==> src/rtl/dino_pkg.sv <==
`default_nettype none
// ============================================================================
//  Module      : dino_pkg
//  Description : Shared sprite-path constants. Holds the requester IDs of
//                the four sprite renderers and the sprite ROM address width.
//  Revision    : 1.0 - initial release
// ============================================================================
package dino_pkg;

    // Renderer IDs; the value is the bit position in every per-requester bus
    typedef enum logic [1:0] {
        REQ_DINO = 2'd0,
        REQ_OBS1 = 2'd1,
        REQ_OBS2 = 2'd2,
        REQ_BG   = 2'd3
    } req_id_e;

    localparam int NUM_SPRITE_REQ = 4;
    localparam int SPRITE_ADDR_W  = 8;

endpackage : dino_pkg
`default_nettype wire

==> src/rtl/rr_pick.sv <==
`default_nettype none
// ============================================================================
//  Module      : rr_pick
//  Description : Combinational round-robin picker. Returns the first set bit
//                of the eligible mask at or above the pointer, wrapping round
//                to bit 0, as a one-hot vector plus an any-valid flag.
//  Revision    : 1.0 - initial release
// ============================================================================
module rr_pick #(
    parameter int NUM_REQ = 4,
    parameter int PTR_W   = 2
) (
    input  logic [NUM_REQ-1:0] i_mask,
    input  logic [PTR_W-1:0]   i_ptr,
    output logic [NUM_REQ-1:0] o_onehot,
    output logic               o_any
);

    // Scan the upper part (ptr..N-1) first, then wrap to the lower part (0..ptr-1)
    always_comb begin
        o_onehot = '0;
        o_any    = 1'b0;
        for (int i = 0; i < NUM_REQ; i++) begin
            if (!o_any && i_mask[i] && (i >= int'(i_ptr))) begin
                o_onehot[i] = 1'b1;
                o_any       = 1'b1;
            end
        end
        for (int i = 0; i < NUM_REQ; i++) begin
            if (!o_any && i_mask[i] && (i < int'(i_ptr))) begin
                o_onehot[i] = 1'b1;
                o_any       = 1'b1;
            end
        end
    end

endmodule : rr_pick
`default_nettype wire

==> src/rtl/sprite_rom_arbiter.sv <==
`default_nettype none
// ============================================================================
//  Module      : sprite_rom_arbiter
//  Description : Shares one sprite ROM read port between the sprite
//                renderers. Round-robin grant (never the same requester on
//                consecutive cycles), registered ROM address, a latency pipe
//                tagging each read with its requester, and per-requester
//                pixel holding registers.
//  Revision    : 1.0 - initial release
// ============================================================================
module sprite_rom_arbiter
    import dino_pkg::*;
#(
    parameter int NUM_REQ     = NUM_SPRITE_REQ,
    parameter int ADDR_W      = SPRITE_ADDR_W,
    parameter int ROM_LATENCY = 1
) (
    input  logic                      clk,
    input  logic                      rst,
    input  logic                      i_flush,
    input  logic [NUM_REQ-1:0]        i_req,
    input  logic [NUM_REQ*ADDR_W-1:0] i_addr,
    output logic [NUM_REQ-1:0]        o_grant,
    output logic                      o_rom_en,
    output logic [ADDR_W-1:0]         o_rom_addr,
    input  logic                      i_rom_data,
    output logic [NUM_REQ-1:0]        o_rsp_valid,
    output logic [NUM_REQ-1:0]        o_sprite_color
);

    localparam int c_PTR_W = (NUM_REQ > 1) ? $clog2(NUM_REQ) : 1;

    // Grant stage
    logic [NUM_REQ-1:0] r_grant;
    logic [c_PTR_W-1:0] r_grant_id;
    logic               r_rom_en;
    logic [ADDR_W-1:0]  r_rom_addr;
    logic [c_PTR_W-1:0] r_ptr;

    // Latency pipe: one {valid, id} slot per ROM cycle
    logic               r_pipe_vld [ROM_LATENCY];
    logic [c_PTR_W-1:0] r_pipe_id  [ROM_LATENCY];

    // Return stage
    logic [NUM_REQ-1:0] r_rsp_valid;
    logic [NUM_REQ-1:0] r_color;

    logic [NUM_REQ-1:0] w_eligible;
    logic [NUM_REQ-1:0] w_win_onehot;
    logic               w_win_any;
    logic [c_PTR_W-1:0] w_win_idx;
    logic [ADDR_W-1:0]  w_win_addr;
    logic [c_PTR_W-1:0] w_ptr_next;
    logic               w_ret_vld;
    logic [c_PTR_W-1:0] w_ret_id;

    // The requester granted last cycle is masked out; this covers its handshake delay
    assign w_eligible = i_req & ~r_grant;

    rr_pick #(
        .NUM_REQ (NUM_REQ),
        .PTR_W   (c_PTR_W)
    ) u_rr_pick (
        .i_mask   (w_eligible),
        .i_ptr    (r_ptr),
        .o_onehot (w_win_onehot),
        .o_any    (w_win_any)
    );

    // Winner index and its address, decoded from the one-hot pick
    always_comb begin
        w_win_idx  = '0;
        w_win_addr = '0;
        for (int i = 0; i < NUM_REQ; i++) begin
            if (w_win_onehot[i]) begin
                w_win_idx  = c_PTR_W'(i);
                w_win_addr = i_addr[i*ADDR_W +: ADDR_W];
            end
        end
    end

    assign w_ptr_next = (int'(w_win_idx) == NUM_REQ - 1) ? '0 : w_win_idx + c_PTR_W'(1);

    // Arbitration: register the winner, its address and the advanced pointer
    always_ff @(posedge clk) begin
        if (rst) begin
            r_grant    <= '0;
            r_grant_id <= '0;
            r_rom_en   <= 1'b0;
            r_rom_addr <= '0;
            r_ptr      <= '0;
        end else if (i_flush) begin
            r_grant  <= '0;
            r_rom_en <= 1'b0;
            r_ptr    <= '0;
        end else if (w_win_any) begin
            r_grant    <= w_win_onehot;
            r_grant_id <= w_win_idx;
            r_rom_en   <= 1'b1;
            r_rom_addr <= w_win_addr;
            r_ptr      <= w_ptr_next;
        end else begin
            r_grant  <= '0;
            r_rom_en <= 1'b0;
        end
    end

    // Latency pipe: tag each issued read with its requester until the ROM answers
    always_ff @(posedge clk) begin
        if (rst || i_flush) begin
            for (int i = 0; i < ROM_LATENCY; i++) begin
                r_pipe_vld[i] <= 1'b0;
                r_pipe_id[i]  <= '0;
            end
        end else begin
            r_pipe_vld[0] <= r_rom_en;
            r_pipe_id[0]  <= r_grant_id;
            for (int i = 1; i < ROM_LATENCY; i++) begin
                r_pipe_vld[i] <= r_pipe_vld[i-1];
                r_pipe_id[i]  <= r_pipe_id[i-1];
            end
        end
    end

    assign w_ret_vld = r_pipe_vld[ROM_LATENCY-1];
    assign w_ret_id  = r_pipe_id[ROM_LATENCY-1];

    // Return path: steer the ROM pixel into the owner's holding register and pulse its valid
    always_ff @(posedge clk) begin
        if (rst) begin
            r_rsp_valid <= '0;
            r_color     <= '0;
        end else if (i_flush) begin
            r_rsp_valid <= '0;
        end else begin
            for (int i = 0; i < NUM_REQ; i++) begin
                r_rsp_valid[i] <= w_ret_vld && (w_ret_id == c_PTR_W'(i));
                if (w_ret_vld && (w_ret_id == c_PTR_W'(i))) begin
                    r_color[i] <= i_rom_data;
                end
            end
        end
    end

    assign o_grant        = r_grant;
    assign o_rom_en       = r_rom_en;
    assign o_rom_addr     = r_rom_addr;
    assign o_rsp_valid    = r_rsp_valid;
    assign o_sprite_color = r_color;

endmodule : sprite_rom_arbiter
`default_nettype wire

==> config.mk <==
export PLATFORM = sky130hd
export DESIGN_NAME = sprite_rom_arbiter
export DESIGN_NICKNAME = d
export VERILOG_FILES = /design/src/rtl/dino_pkg.sv /design/src/rtl/rr_pick.sv /design/src/rtl/sprite_rom_arbiter.sv
export SDC_FILE = /design/constraint.sdc
export NUM_CORES = 1
export LEC_CHECK = 0
export ABC_AREA = 1
export BUFFER_PORTS_ARGS = -buffer_cell sky130_fd_sc_hd__buf_2
export CORE_UTILIZATION = 51
export DETAILED_ROUTE_END_ITERATION = 10
export PLACE_DENSITY = 0.84
export SLEW_MARGIN = 15
export SYNTH_ARGS = -nofsm -noshare
export SYNTH_HDL_FRONTEND = slang
export SYNTH_SLANG_ARGS = --single-unit
==> constraint.sdc <==
create_clock -name clk -period 3.4 [get_ports clk]
set_input_delay 0.34 -clock clk [delete_from_list [all_inputs] [get_ports clk]]
set_output_delay 0.34 -clock clk [all_outputs]
set_load 0.05 [all_outputs]
==> impl_results.md, run 1 <==
* Pin slew with the least headroom to its limit at 0.7588 ns
* GP Congestion at 0.8441
* CP max FO at 12
* Post-DP HPWL at 2.615 mm
* WP buf/inv at 1
* DRT antenna net count at 0
* Post-cts sizing count at 0
* Synth Area in XOR/XNOR at 0%
* Most frequent CP cell: nor2_1
* First-pass GRT wire length at 5.934 mm
* Post CTS Setup Buffer Count at 0
* Most common library cells after synthesis: inv_1, nand2_1, nor2_1
* Minimum clock period at 2.044 ns
* Async set-reset flop share out of synthesis at 0%
* Worst-path cell chain: nor2_1 > nand2_2 > nand4_1 > nor2_1 > nor2_1 > nand3_1 > nand2_1 > inv_1
* Gate Count Post-Synth at 235
* Sink Count at 28
* Worst slack, placed at 1.271 ns
* Top Ports at 61
* PortBufs at 60
* Crit. End Element: flip-flop
* Initial antenna violation count at 0
* Hold buffers post-CTS at 0
* Area delta synth->final at 22.45%
* Core Util, Final at 66.98%
* CP startpoint kind: flip-flop
* Post-synthesis mux area share at 0%
* Initial drt markers at approximately 120
* Antenna diodes at 0
* Crit-path slowest cell: nor2_1
* VDD IR-drop max at just under 300 µV
* EDFF count, synth at 0
* TritonCTS Buffers at 3
* Pwr Total at 717.2 µW
* Core Box Area at 2781 µm²
* Gr usage total at 22.98%
* Starting Density at 54.70%
* Count of pins over their slew limit at 0
* Area leader, netlist: dfxtp_1
* Final Hold Fails at 0
* Final Skew at 0.009263 ns
* WL final at 3.367 mm
* Worst-path clk slew at 0.15 ns
* F_max at 0.4892 GHz
* Setup WS post-layout at 1.356 ns
* FF/Latch Area at around 560 µm²
* Number of max-cap violations at 0
* Detailed-route DRC error count at 0
* YS warnings at 0
* Mapped Nets at 275
* Leakage at about 1.1 nW
* Synth area leaders: dfxtp_1, inv_1, nand2_1, nor2_1, nand3_1
* Number of global-route vias before repair at 1,475
* Pre-antenna DRT Iters at 4
* Top-count cell post-synth: inv_1
* Synth Area in Compound Gates at 5.510%
* Prevailing post-synth register cell: dfxtp_1
* Pwr Density at 385.0 nW/µm²
* Core Rows at 19
* Kind of critical path: flip-flop to flip-flop
* Yosys top cell area share at 36.84%
* Routed wire per std cell at about 10 µm
* Die Footprint at 3206 µm²
* CTS tree: built
* Mean post-synth cell area at 6.474 µm²
* Slew HR at 49.23%
* CTS max path bufs at 2
* Adder-cell share of the synthesized area at 0%
* Placed cells at 322
* Vias at 1,602
* Crit path required time at 3.65 ns
* RSZ-0062 raised after global routing: no
* DR vias/cell at 4.914
* Setup TNS at 0 ns
* Crit share post-route at 60.12%
* Fin cells at 326
* Synth Area in Simple Gates at 41.61%
* CP Data Arrival Time at 2.29 ns
* Die Wd at between 50 and 60 µm
* Post-synthesis cell area at roughly 1500 µm²
* Fill count at 258
* Die Y at 56.62 µm
* Hold WC Path Type: primary input to flip-flop
* Final-stage net count at 336
* FF+latch count, synth at 28
* Unique masters post-synth at 22
* CP top delay family: simple AND/OR/NAND/NOR gates
* Clk_lat worst skew at 0.33 ns
* Grt total ovfl at 0
* Clk root buf: clkbuf_4
* Seq/Total Area, Yosys at 36.84%
* Main combinational cell family by area after synthesis: simple AND/OR/NAND/NOR gates
* H-tree depth at 1
* Status: complete, no violations
* CP max stage delay at 0.59 ns
* Final setup vio count at 0
* Share of layout cells above drive strength 1 at 27.12%
* Multi-input gate area at 716.9 µm²
* Largest net degree at the start of global routing at 19
-- tightest hold or removal path, delay by kind of cell --
| family | cells | cell delay, ns |
|---|---|---|
| and+or+nand+nor | 2 | 0.13 |
| buffers and inverters | 1 | 0.12 |
-- worst paths after layout --
path                               startpoint                end  slack [ns]  cells past startpoint
worst min register to register  r_grant_id[0]    r_pipe_id[0][0]        0.44                      2
worst max-delay path               o_grant[0]      o_rom_addr[5]        1.36                      8
worst max register to register     o_grant[0]      o_rom_addr[5]        1.36                      8
worst min-delay path               i_rom_data  o_sprite_color[2]        0.29                      3
-- per-layer routing --
| metal | part of all wire (%) | wire, µm | GRT usage, % |
|---|---|---|---|
| met5 | 0 | 0 | 0 |
| met4 | 1.7 | 58 | 10.10 |
| met3 | 8.6 | 289 | 3.456 |
| met2 | 44 | 1496 | 38.66 |
| met1 | 45 | 1522 | 28.94 |
-- cell type report --
cell class	instances	area share, %
multi-input cells	147	38.48
repair buffers	60	16.12
clock buffers	4	1.948
flip-flops and latches	28	30.09
inverters	56	11.28
well taps	31	2.082
-- placed cells by master (no fill, tap or decap) --
| cell type | n |
|---|---|
| nor2_2 | 1 |
| nand4_1 | 4 |
| nand3_2 | 5 |
| o21ai_0 | 5 |
| a21oi_2 | 1 |
| nand3_1 | 24 |
| buf_2 | 60 |
| nor3_1 | 3 |
| inv_2 | 2 |
| dfxtp_1 | 28 |
| a21oi_1 | 10 |
| clkbuf_8 | 1 |
| inv_1 | 54 |
| nand2_4 | 2 |
| nand4_4 | 1 |
| nor4_1 | 2 |
| nand3_4 | 1 |
| nand2_1 | 44 |
| clkbuf_4 | 3 |
| nor2_4 | 1 |
| nand2_2 | 2 |
| nor2_1 | 41 |
-- metrics by stage --
stage / area, µm² / hold WS [ns]
after floorplan: 1521 / 0.4051
after global placement: 1827 / 0.4151
after detailed placement: 1827 / 0.4234
after CTS: 1863 / 0.2773
after global routing: 1863 / 0.3091
final: 1863 / 0.2851
-- cell families (layout without fill, tap and decap cells) --
family,Yosys count,after routing
AOI/OAI and AO/OA,16,16
and+or+nand+nor,131,131
DFF,28,28
buffers and inverters,60,120
-- report_power, final --
group / internal [mW] / switching [mW] / total, mW
registers: 0.345 / 0.00921 / 0.354
logic: 0.0628 / 0.138 / 0.201
clock network: 0.0657 / 0.0959 / 0.162
total: 0.474 / 0.244 / 0.717
-- flip-flops by register name, summed over array words and instances, names as in the netlist --
signal / count
o_rom_addr: 8
r_grant_id: 2
r_ptr: 2
o_rom_en: 1
o_grant: 4
r_pipe_id: 2
o_rsp_valid: 4
r_pipe_vld: 1
o_sprite_color: 4
(Power assumes the default switching activity.)
==> inputs of run 2 (changes only) <==
Settings changed: CORE_UTILIZATION 51 to 48, PLACE_DENSITY 0.84 to 0.79.
Clock period 3.4 ns to 2.1 ns, I/O delays scaled along.
==> run 2 against run 1 <==
Effect of this change:
- register-to-register slack lost 0.86 ns
- power rose by 56%
- fmax grew 27%
- clock-buffer cell count decreased by 1
- via count shrank 2.0%
- clock skew is 0.0076 ns lower
- critical endpoint is now r_grant_id[0]
==> impl_results.md, run 2 (synthesis gave the netlist of run 1 again) <==
* Die Y at 58.30 µm (was 56.62 µm)
* Hold path cells at 3 (unchanged)
* Setup TNS at 0 ns (unchanged)
* Internal power at 729.7 µW (was 473.7 µW)
* Final Skew at 0.001675 ns (was 0.009263 ns)
* Flop pwr share at 51.2% (was 49.4%)
* R2R Setup Slk at 0.49 ns (was 1.36 ns)
* Psw at 389.5 µW (was 243.5 µW)
* VDD IR-drop max at 360.2 µV (was 290.2 µV)
* Hold Path Sink: o_sprite_color[0] (was o_sprite_color[2])
* Crit-path slowest cell: dfxtp_1 (was nor2_1)
* Slew HR at 67.73% (was 49.23%)
* H-tree depth at 1 (unchanged)
* DR vias/cell at 4.631 (was 4.914)
* WL final at 3.382 mm (was 3.367 mm)
* Worst r2r path cells at 9 (was 8)
* Antenna diodes at 0 (unchanged)
* Number of global-route vias before repair at 1,423 (was 1,475)
* Top Ports at 61 (unchanged)
* PortBufs at 60 (unchanged)
* Switch share at 34.80% (was 33.95%)
* CP top delay family: simple AND/OR/NAND/NOR gates (unchanged)
* Worst-path clk slew at 0.14 ns (was 0.15 ns)
* CP startpoint kind: flip-flop (unchanged)
* Detailed-route DRC error count at 0 (unchanged)
* Number of flip-flops in the largest register at 8 (unchanged)
* Initial antenna violation count at 0 (unchanged)
* Reg-to-Reg Start: r_ptr[1] (was o_grant[0])
* RSZ-0062 raised after global routing: no (unchanged)
* First-pass GRT wire length at 5.816 mm (was 5.934 mm)
* Commonest cells after routing, fill and taps aside: buf_2, inv_1, nand2_1 (unchanged)
* CP max stage delay at 0.41 ns (was 0.59 ns)
* Multi-input gate area at 716.9 µm² (unchanged)
* RR Endpoint: r_grant_id[0] (was o_rom_addr[5])
* Vias at 1,570 (was 1,602)
* CTS tree: built (unchanged)
* Sink Count at 28 (unchanged)
* Grt total ovfl at 0 (unchanged)
* Clk_lat worst skew at 0.33 ns (about the same)
* Crit path required time at 2.33 ns (was 3.65 ns)
* Post-cts sizing count at 0 (unchanged)
* Core Util, Final at 61.86% (was 66.98%)
* Final Hold Fails at 0 (unchanged)
* Largest net degree at the start of global routing at 19 (unchanged)
* Fill count at 313 (was 258)
* Clk root buf: clkbuf_4 (unchanged)
* Starting Density at 50.25% (was 54.70%)
* F_max at 0.6217 GHz (was 0.4892 GHz)
* Number of max-cap violations at 0 (unchanged)
* Hold buffers post-CTS at 0 (unchanged)
* CP Data Arrival Time at 1.84 ns (was 2.29 ns)
* Core Rows at 20 (was 19)
* Commonest non-fill, non-tap cell in the layout: buf_2 (unchanged)
* Crit. End Element: flip-flop (unchanged)
* Die Footprint at 3399 µm² (was 3206 µm²)
* Leakage at 1.083 nW (was 1.085 nW)
* WP buf/inv at 1 (unchanged)
* FF/Latch Area at 560.5 µm² (unchanged)
* Final-stage net count at 337 (was 336)
* Initial drt markers at 151 (was 122)
* Gr usage total at 22.00% (was 22.98%)
* GP Congestion at 0.8944 (was 0.8441)
* Kind of critical path: flip-flop to flip-flop (unchanged)
* CP max FO at 18 (was 12)
* Status: complete, no violations (unchanged)
* Pre-antenna DRT Iters at 4 (unchanged)
* TritonCTS Buffers at 3 (unchanged)
* Hold WC Path Type: primary input to flip-flop (unchanged)
* Share of layout cells above drive strength 1 at 27.12% (unchanged)
* Hold path start: i_rom_data (unchanged)
* Crit share post-route at 76.60% (was 60.12%)
* Comb power frac at 29.0% (was 28.0%)
* Clock power share at 19.8% (was 22.5%)
* Minimum clock period at 1.609 ns (was 2.044 ns)
* Final setup vio count at 0 (unchanged)
* Pwr Density at 597.6 nW/µm² (was 385.0 nW/µm²)
* Die Wd at 58.30 µm (was 56.62 µm)
* Area delta synth->final at 23.11% (was 22.45%)
* Count of pins over their slew limit at 0 (unchanged)
* CTS max path bufs at 2 (unchanged)
* Pin slew with the least headroom to its limit at 0.4827 ns (was 0.7588 ns)
* Post-DP HPWL at 2.624 mm (was 2.615 mm)
* Routed wire per std cell at 9.976 µm (was 10.33 µm)
* DRT antenna net count at 0 (unchanged)
* Worst-path cell chain: nand2_1 > nand3_2 > nand3_2 > nor2_4 > nand4_4 > nand2_4 > inv_1 > nand2_1 > a21oi_2 (was nor2_1 > nand2_2 > nand4_1 > nor2_1 > nor2_1 > nand3_1 > nand2_1 > inv_1)
* Core Box Area at 3028 µm² (was 2781 µm²)
* Post CTS Setup Buffer Count at 0 (unchanged)
## run 2: cell types whose count changed in the layout (fill, tap and decap cells not counted)
cell,change
buf_4,+1
clkbuf_8,-1
## run 2: through the flow
stage | hold slack [ns] | total power [mW] | setup WS (ns) | cells | instance area [µm²]
CTS | 0.1460 | 1.130 | 0.4976 | 339 | 1873
floorplan | 0.3449 | 0.8221 | 0.3811 | 235 | 1521
finish | 0.1506 | 1.119 | 0.4914 | 339 | 1873
global placement | 0.4180 | 0.9069 | 0.5822 | 336 | 1851
global route | 0.1595 | 1.190 | 0.3266 | 339 | 1873
detailed placement | 0.4205 | 0.9105 | 0.5238 | 336 | 1851
## run 2: worst max path at each step
stage / startpoint / end / cells past startpoint / slack [ns]
finish: r_ptr[1] / r_grant_id[0] / 9 / 0.49
global route: o_grant[1] / o_rom_addr[5] / 10 / 0.33
CTS: r_ptr[1] / r_grant_id[0] / 9 / 0.50
detailed placement: r_ptr[1] / o_grant[3] / 9 / 0.52
global placement: r_ptr[1] / r_grant_id[0] / 9 / 0.58
floorplan: o_grant[0] / r_grant_id[0] / 9 / 0.38
## run 2: worst reg2reg max path, delay by kind of cell (launching register included)
| kind | cells | cell delay (ns) |
|---|---|---|
| and+or+nand+nor | 7 | 0.93 |
| AOI/OAI and AO/OA | 1 | 0.07 |
| buffers and inverters | 1 | 0.10 |
| DFF | 1 | 0.41 |
## run 2: per-layer routing
layer | vias up | wire (µm) | global-route usage (%)
met5 | - | 0 | 0
met2 | 72 | 1534 | 38.75
met4 | 0 | 73 | 9.184
li1 | 834 | - | -
met3 | 9 | 235 | 2.637
met1 | 655 | 1538 | 27.22
## run 2: cell type report
| type | instances | share of cell area (%) |
|---|---|---|
| inverters | 56 | 11.22 |
| flip-flops and latches | 28 | 29.93 |
| well taps | 44 | 2.939 |
| clock buffers | 3 | 1.202 |
| repair buffers | 61 | 16.43 |
| multi-input cells | 147 | 38.28 |
## run 2: power by group through the flow
stage	logic, mW	registers [mW]	clock network [mW]
5_1_grt	0.364	0.577	0.249
3_5_place_dp	0.325	0.585	0
3_3_place_gp	0.322	0.585	0
2_1_floorplan	0.171	0.652	0
6_report	0.325	0.573	0.221
4_1_cts	0.326	0.573	0.230
